File: src/rtl/gpu_seq_pkg.sv
// gpu_seq_pkg: shared definitions for the rectangle-fill sequencer.
//   - seq_state_t : sequencer FSM states (3-bit encoding)
//   - CMD_W       : width of a packed command {x, y, w, h, color}
//   - CMD_*_LSB   : bit offsets of each field inside a packed command
//   - DEFAULT_H_RES / DEFAULT_V_RES : default visible screen size
package gpu_seq_pkg;

  typedef enum logic [2:0] {
    IDLE  = 3'd0,
    LOAD  = 3'd1,
    ISSUE = 3'd2,
    WAIT  = 3'd3,
    NEXT  = 3'd4
  } seq_state_t;

  // Packed command layout, MSB first: x[87:72] y[71:56] w[55:40] h[39:24] color[23:0]
  localparam int CMD_W         = 88;
  localparam int CMD_X_LSB     = 72;
  localparam int CMD_Y_LSB     = 56;
  localparam int CMD_W_LSB     = 40;
  localparam int CMD_H_LSB     = 24;
  localparam int CMD_COLOR_LSB = 0;

  localparam int DEFAULT_H_RES = 1024;
  localparam int DEFAULT_V_RES = 600;

endpackage

File: src/rtl/gpu_cmd_fifo.sv
// gpu_cmd_fifo: synchronous command FIFO for the rectangle sequencer.
// Ports:
//   clk, rstn  : clock, synchronous active-low reset (flushes the FIFO)
//   push       : write push_data this cycle (ignored when full)
//   push_data  : command to enqueue
//   pop        : drop the head entry this cycle (ignored when empty)
//   head       : current head entry, read straight from the storage registers
//   full/empty : derived from the registered fill level
//   level      : number of stored entries
module gpu_cmd_fifo #(
  parameter int DEPTH = 4,
  parameter int WIDTH = 88
) (
  input  logic                     clk,
  input  logic                     rstn,
  input  logic                     push,
  input  logic [WIDTH-1:0]         push_data,
  input  logic                     pop,
  output logic [WIDTH-1:0]         head,
  output logic                     full,
  output logic                     empty,
  output logic [$clog2(DEPTH):0]   level
);

  localparam int AW = $clog2(DEPTH);
  localparam int LW = AW + 1;

  logic [WIDTH-1:0] mem [DEPTH];
  logic [AW-1:0]    wr_ptr;
  logic [AW-1:0]    rd_ptr;
  logic             do_push;
  logic             do_pop;

  assign full    = (level == LW'(DEPTH));
  assign empty   = (level == '0);
  assign do_push = push & ~full;
  assign do_pop  = pop & ~empty;
  assign head    = mem[rd_ptr];

  // Pointer and level bookkeeping. DEPTH is a power of two, so the
  // pointers simply wrap at their natural width.
  always_ff @(posedge clk) begin
    if (!rstn) begin
      wr_ptr <= '0;
      rd_ptr <= '0;
      level  <= '0;
    end else begin
      if (do_push) wr_ptr <= wr_ptr + AW'(1);
      if (do_pop)  rd_ptr <= rd_ptr + AW'(1);
      level <= level + LW'(do_push) - LW'(do_pop);
    end
  end

  // Storage needs no reset: an entry is only read after it has been written.
  always_ff @(posedge clk) begin
    if (do_push) mem[wr_ptr] <= push_data;
  end

endmodule

File: src/rtl/gpu_rect_sequencer.sv
// gpu_rect_sequencer: queues CPU rectangle-fill commands and replays each one
// as a series of single-row requests to the SDRAM row-fill engine, honouring
// the engine's enable/busy handshake.
// Build option: define GPU_RECT_CLIP_EN to clip rectangles to H_RES x V_RES
// (fully off-screen commands are dropped). Without it commands pass verbatim.
// Ports:
//   clk, rstn            : clock, synchronous active-low reset
//   cmd_valid/cmd_ready  : command handshake; accepted when both are high
//   cmd_x/y/w/h/color    : rectangle origin, size and RGB888 colour
//   fill_x/y/pixel/len   : row request fields towards the fill engine
//   fill_enable          : row request strobe, held until busy is seen
//   fill_busy            : fill engine busy
//   fifo_level           : number of queued commands
//   idle                 : nothing queued and the FSM is in IDLE
module gpu_rect_sequencer
  import gpu_seq_pkg::*;
#(
  parameter int FIFO_DEPTH = 4,
  parameter int H_RES      = DEFAULT_H_RES,
  parameter int V_RES      = DEFAULT_V_RES
) (
  input  logic                          clk,
  input  logic                          rstn,
  input  logic                          cmd_valid,
  output logic                          cmd_ready,
  input  logic [15:0]                   cmd_x,
  input  logic [15:0]                   cmd_y,
  input  logic [15:0]                   cmd_w,
  input  logic [15:0]                   cmd_h,
  input  logic [23:0]                   cmd_color,
  output logic [15:0]                   fill_x,
  output logic [15:0]                   fill_y,
  output logic [23:0]                   fill_pixel,
  output logic [23:0]                   fill_len,
  output logic                          fill_enable,
  input  logic                          fill_busy,
  output logic [$clog2(FIFO_DEPTH):0]   fifo_level,
  output logic                          idle
);

  // Elaboration-time parameter sanity checks.
  if ((FIFO_DEPTH < 2) || ((FIFO_DEPTH & (FIFO_DEPTH - 1)) != 0)) begin : g_bad_depth
    $error("gpu_rect_sequencer: FIFO_DEPTH must be a power of two >= 2");
  end
  if ((H_RES < 1) || (H_RES > 65535) || (V_RES < 1) || (V_RES > 65535)) begin : g_bad_res
    $error("gpu_rect_sequencer: H_RES/V_RES must be within 1..65535");
  end

  logic [CMD_W-1:0] push_data;
  logic [CMD_W-1:0] head;
  logic             fifo_full;
  logic             fifo_empty;
  logic             pop;

  seq_state_t       state;
  seq_state_t       state_nxt;

  logic [15:0]      cur_x;
  logic [15:0]      cur_y;
  logic [15:0]      cur_len;
  logic [15:0]      rows_left;
  logic [23:0]      cur_color;

  logic [15:0]      head_x;
  logic [15:0]      head_y;
  logic [15:0]      head_w;
  logic [15:0]      head_h;
  logic [23:0]      head_color;
  logic [15:0]      load_len;
  logic [15:0]      load_rows;
  logic             load_ok;

  assign push_data = {cmd_x, cmd_y, cmd_w, cmd_h, cmd_color};
  assign cmd_ready = ~fifo_full;

  gpu_cmd_fifo #(
    .DEPTH (FIFO_DEPTH),
    .WIDTH (CMD_W)
  ) u_fifo (
    .clk       (clk),
    .rstn      (rstn),
    .push      (cmd_valid & cmd_ready),
    .push_data (push_data),
    .pop       (pop),
    .head      (head),
    .full      (fifo_full),
    .empty     (fifo_empty),
    .level     (fifo_level)
  );

  assign head_x     = head[CMD_X_LSB +: 16];
  assign head_y     = head[CMD_Y_LSB +: 16];
  assign head_w     = head[CMD_W_LSB +: 16];
  assign head_h     = head[CMD_H_LSB +: 16];
  assign head_color = head[CMD_COLOR_LSB +: 24];

`ifdef GPU_RECT_CLIP_EN
  localparam logic [16:0] H_LIM = 17'(H_RES);
  localparam logic [16:0] V_LIM = 17'(V_RES);
  logic [16:0] room_x;
  logic [16:0] room_y;

  // Clipped geometry of the head command. The 17-bit room values cannot
  // overflow, and once the origin is on screen they are at most 65535.
  always_comb begin
    room_x    = H_LIM - {1'b0, head_x};
    room_y    = V_LIM - {1'b0, head_y};
    load_len  = head_w;
    load_rows = head_h;
    load_ok   = (head_w != 16'd0) && (head_h != 16'd0);
    if (({1'b0, head_x} >= H_LIM) || ({1'b0, head_y} >= V_LIM)) begin
      load_ok = 1'b0;
    end else begin
      if ({1'b0, head_w} > room_x) load_len  = room_x[15:0];
      if ({1'b0, head_h} > room_y) load_rows = room_y[15:0];
    end
  end
`else
  // Unclipped geometry: the head command is used as written; only empty
  // rectangles are thrown away.
  always_comb begin
    load_len  = head_w;
    load_rows = head_h;
    load_ok   = (head_w != 16'd0) && (head_h != 16'd0);
  end
`endif

  // FSM state register; reset abandons any rectangle in progress.
  always_ff @(posedge clk) begin
    if (!rstn) state <= IDLE;
    else       state <= state_nxt;
  end

  // Next-state and handshake logic. Busy is only looked at in ISSUE and
  // WAIT, so a busy left over from before the request cannot advance the FSM
  // out of IDLE or LOAD.
  always_comb begin
    state_nxt   = state;
    pop         = 1'b0;
    fill_enable = 1'b0;
    case (state)
      IDLE: begin
        if (!fifo_empty) state_nxt = LOAD;
      end
      LOAD: begin
        pop       = 1'b1;
        state_nxt = load_ok ? ISSUE : IDLE;
      end
      ISSUE: begin
        fill_enable = 1'b1;
        if (fill_busy) state_nxt = WAIT;
      end
      WAIT: begin
        if (!fill_busy) state_nxt = NEXT;
      end
      NEXT: begin
        if (rows_left == 16'd1) state_nxt = fifo_empty ? IDLE : LOAD;
        else                    state_nxt = ISSUE;
      end
      default: state_nxt = IDLE;
    endcase
  end

  // Working registers: loaded from the FIFO head in LOAD, stepped one row in
  // NEXT and held otherwise, so the fill outputs stay stable through ISSUE
  // and WAIT. Discarded commands leave them untouched.
  always_ff @(posedge clk) begin
    if (!rstn) begin
      cur_x     <= '0;
      cur_y     <= '0;
      cur_len   <= '0;
      rows_left <= '0;
      cur_color <= '0;
    end else if ((state == LOAD) && load_ok) begin
      cur_x     <= head_x;
      cur_y     <= head_y;
      cur_len   <= load_len;
      rows_left <= load_rows;
      cur_color <= head_color;
    end else if (state == NEXT) begin
      rows_left <= rows_left - 16'd1;
      cur_y     <= cur_y + 16'd1;
    end
  end

  assign fill_x     = cur_x;
  assign fill_y     = cur_y;
  assign fill_len   = {8'd0, cur_len};
  assign fill_pixel = cur_color;
  assign idle       = fifo_empty && (state == IDLE);

endmodule

File: config.mk
export PLATFORM = sky130hd
export DESIGN_NAME = gpu_rect_sequencer
export DESIGN_NICKNAME = d
export VERILOG_FILES = /design/src/rtl/gpu_seq_pkg.sv /design/src/rtl/gpu_cmd_fifo.sv /design/src/rtl/gpu_rect_sequencer.sv
export SDC_FILE = /design/constraint.sdc
export NUM_CORES = 1
export LEC_CHECK = 0
export BUFFER_PORTS_ARGS = -buffer_cell sky130_fd_sc_hd__buf_2
export CORE_MARGIN = 2
export CORE_UTILIZATION = 42
export CTS_CLUSTER_SIZE = 14
export DETAILED_ROUTE_END_ITERATION = 8
export HOLD_SLACK_MARGIN = 0.15
export SYNTH_ARGS = -nofsm -noshare
export SYNTH_HDL_FRONTEND = slang
export SYNTH_HIERARCHICAL = 1
export SYNTH_SLANG_ARGS = --single-unit
File: constraint.sdc
create_clock -name clk -period 9.52 [get_ports clk]
set_input_delay 0.476 -clock clk [delete_from_list [all_inputs] [get_ports clk]]
set_output_delay 0.476 -clock clk [all_outputs]
set_load 0.005 [all_outputs]
==> run_results.csv <==
group,metric,value,unit
sta,finalSetupTns,0,ps
route,detail-route-antenna-nets,0,
synthesis,synthFlopType,"edfxtp_1",
setup_path,worstSetupStartpointType,"register",
setup_path,worst_reg_to_reg_setup_slack,4510,ps
synthesis,synth_xor_xnor_area_share,0.615,%
power,vdd_drop_max,148,µV
setup_path,critical_path.max_fanout,98,
layout,final.fill_count,3263,
sta,fin_crit,5010,ps
layout,commonest_cells_after_routing_fill_and_taps_aside,"edfxtp_1, buf_2, nand2_1",
synthesis,ys_seq_area_share,73.6,%
die,io_pins,178,
die,dieArea,42300,µm²
global_routing,grt_pass1_wl,56200,µm
placed_design,place.detailed.instances,1661,
clocking,post_cts_buffers,0,
placed_design,place.gp.congestion,0.770,
layout,flow.area_growth_from_synthesis,22.2,%
clocking,cts_tree,"yes",
min_path,hp-class,"in2reg",
min_path,min_from,"cmd_h[1]",
synthesis,yosys.area_share.simple,6.60,%
setup_path,data_required_time_of_the_critical_path,10020,ps
route,via_count,9666,
synthesis,synth_largest_area_cell,"edfxtp_1",
route,initialDrtViolationCount,601,
synthesis,synthMuxAreaShare,11.7,%
die,die_w,206,µm
layout,non_filler_instance_count_after_layout,1842,
synthesis,synth_compound_area_share,4.35,%
synthesis,syn_area,17100,µm²
placed_design,numPortBuffers,169,
sta,fin_hold_ws,177,ps
sta,report.final.slew_viol_count,0,
synthesis,postSynth.asyncResetShare,0,%
sta,timing.fmax,0.199,GHz
synthesis,yosys_warnings,6,
global_routing,first_global_vias,9763,
sta,hold_viol,0,
synthesis,synth.avg_cell_area,16.9,µm²
clocking,h_tree_level_count,2,
sta,final_worst_setup_slack,4510,ps
setup_path,crit-reg2reg-capture,"rows_left[4]",
synthesis,synth_edf_count,352,
route,route.final.wire_length,37200,µm
sta,period_share,52.7,%
status,run_status,"complete, no violations",
sta,setup_viol,0,
global_routing,overflow,0,
placed_design,place.detailed.hpwl,21400,µm
route,count_of_tritonroute_iterations_in_the_first_routing_pass,5,
global_routing,initial_antenna_violation_count,4,
clocking,cts_root_buffer,"clkbuf_16",
run,timing.max_cap.violations,0,
min_path,worst_hold_path.num_cells,1,
setup_path,endpoint_kind,"register",
sta,worst_skew,14.2,ps
layout,layout_commonest_cell,"edfxtp_1",
layout,utilization,52.3,%
clocking,cts-buffers-inserted,48,
clocking,cts.clk_slew.worst_paths,60,ps
route,routed_wire_length_per_instance,20.2,µm
power,power_per_cell_area,266,nW/µm²
synthesis,post_synth_fa_ha_maj_area_fraction,0.776,%
clocking,count_of_clock_tree_sinks,452,
synthesis,syn-instance-count,1014,
layout,layout-drive-gt1-share,27.2,%
global_routing,grt_use_total,17.8,%
route,remaining_drc_errors,0,
setup_path,arrival_time_reported_for_the_critical_path_endpoint,5510,ps
die,initial_core_util,42.8,%
synthesis,synth_largest_type_area_fraction,61.9,%
setup_path,worst-r2r-cell-count,9,
die,rows,73,
min_path,whs_endpoint,"u_fifo/mem[1][25]",
die,placeable_core_region,39900,µm²
setup_path,critical_path_class,"reg2reg",
placed_design,setup_ws_pre_cts,4360,ps
synthesis,postSynthRegisterBits,452,
sta,slew_headroom,23.5,%
synthesis,post_synth_main_area_contributors,"edfxtp_1, dfxtp_1, mux4_2, nand2_1, a21oi_1",
synthesis,yosysUniqueCellTypes,56,
layout,nets,1376,
global_routing,grt_start_max_net_pins,99,
synthesis,largest_family_of_logic_cells_by_synthesized_area,"multiplexers",
clocking,clk-insertion-delay-late,580,ps
sta,setup_repair_after_global_routing_missed_its_margin,"no",
power,static-leakage-power,0.00712,µW
route,post_drt_via_cell_ratio,5.25,
clocking,clock_path_buffers,3,
die,die_outline_height,206,µm
sta,worst_slew_pin_slew,1150,ps
[report_power, final]
group,leakage [µW],internal [µW],switching (µW)
Combinational,0.00229,455,587
Sequential,0.00404,2470,166
Clock,0.000797,1140,743
Total,0.00712,4070,1500
[worst max-delay path: stages (launching register included)]
cell and delay [ps]:
dfxtp_4 770, buf_4 680, buf_4 600, mux4_2 590, nor4_1 370, nand4_1 260, nand3_4 150, buf_4 870
o311ai_0 340, a31oi_1 240
[through the flow]
| step | instance area (µm²) | power, µW |
|---|---|---|
| after floorplan | 17100 | 3350 |
| after global placement | 18400 | 3690 |
| after detailed placement | 18400 | 3710 |
| after CTS | 20900 | 5630 |
| after global routing | 20900 | 5820 |
| final | 20900 | 5560 |
[cell usage after synthesis, types with 3 or more instances]
| cell | instances |
|---|---|
| a211oi_1 | 7 |
| a21oi_1 | 84 |
| a31oi_1 | 7 |
| and2_1 | 7 |
| buf_1 | 3 |
| buf_2 | 11 |
| buf_4 | 8 |
| buf_6 | 4 |
| clkbuf_1 | 35 |
| dfxtp_1 | 100 |
| edfxtp_1 | 352 |
| ha_1 | 9 |
| inv_1 | 12 |
| mux4_2 | 88 |
| nand2_1 | 132 |
| nand2b_1 | 3 |
| nand3_1 | 19 |
| nand4_1 | 9 |
| nor2_1 | 28 |
| nor2b_1 | 3 |
| nor3_1 | 12 |
| nor4_1 | 12 |
| o211ai_1 | 4 |
| o21ai_0 | 9 |
| o221ai_1 | 4 |
| o311ai_0 | 4 |
| xnor2_1 | 7 |
| xor2_1 | 5 |
[worst max-delay path by stage]
stage	slack, ps	start	end	depth (start not counted)
finish	4510	register	rows_left[4]	9
global route	3970	register	rows_left[4]	9
CTS	4340	register	rows_left[13]	9
detailed placement	4360	register	rows_left[13]	9
global placement	4430	register	rows_left[4]	9
floorplan	6040	u_fifo/level[1]	u_fifo/mem[0][0]	5
[cell families (layout without fill, tap and decap cells)]
group | count (synthesis) | after routing
and+or+nand+nor | 243 | 243
buffers and inverters | 77 | 370
other | 1 | 11
DFF | 452 | 452
AOI/OAI and AO/OA | 129 | 129
adders and majority gates | 10 | 10
xor gates and xnor gates | 12 | 12
muxes | 90 | 90
[final cells by class]
type	count	area, µm²	share of cell area, %
clock buffers	65	1370	6.54
diodes	3	7.51	0.0359
flip-flops and latches	452	12600	60.2
inverters	13	50.0	0.240
multi-input cells	492	4170	20.0
well taps	525	657	3.15
repair buffers	267	1800	8.63
clock inverters	25	254	1.22
[flip-flops by register name, summed over array words and instances (netlist names), named ones only]
signal,flops
state,3
fill_y,16
u_fifo/mem,352
cur_len,16
fill_x,16
fill_pixel,24
u_fifo/wr_ptr,2
u_fifo/level,3
rows_left,16
u_fifo/rd_ptr,2
[what timing repair did]
action | 4_1_cts | 5_1_grt
endpoints found under the hold margin | 349 | 0
resized for setup | 0 | 0
hold buffers | 88 | 0
[metal layers]
layer / GRT usage [%] / up-vias / wire length (µm)
met5: 0 / - / 13
met4: 5.50 / 2 / 767
met3: 3.34 / 56 / 1980
met2: 28.5 / 274 / 17700
met1: 24.7 / 4880 / 16800
li1: - / 4454 / -
Power figures use the tool's default switching activity.
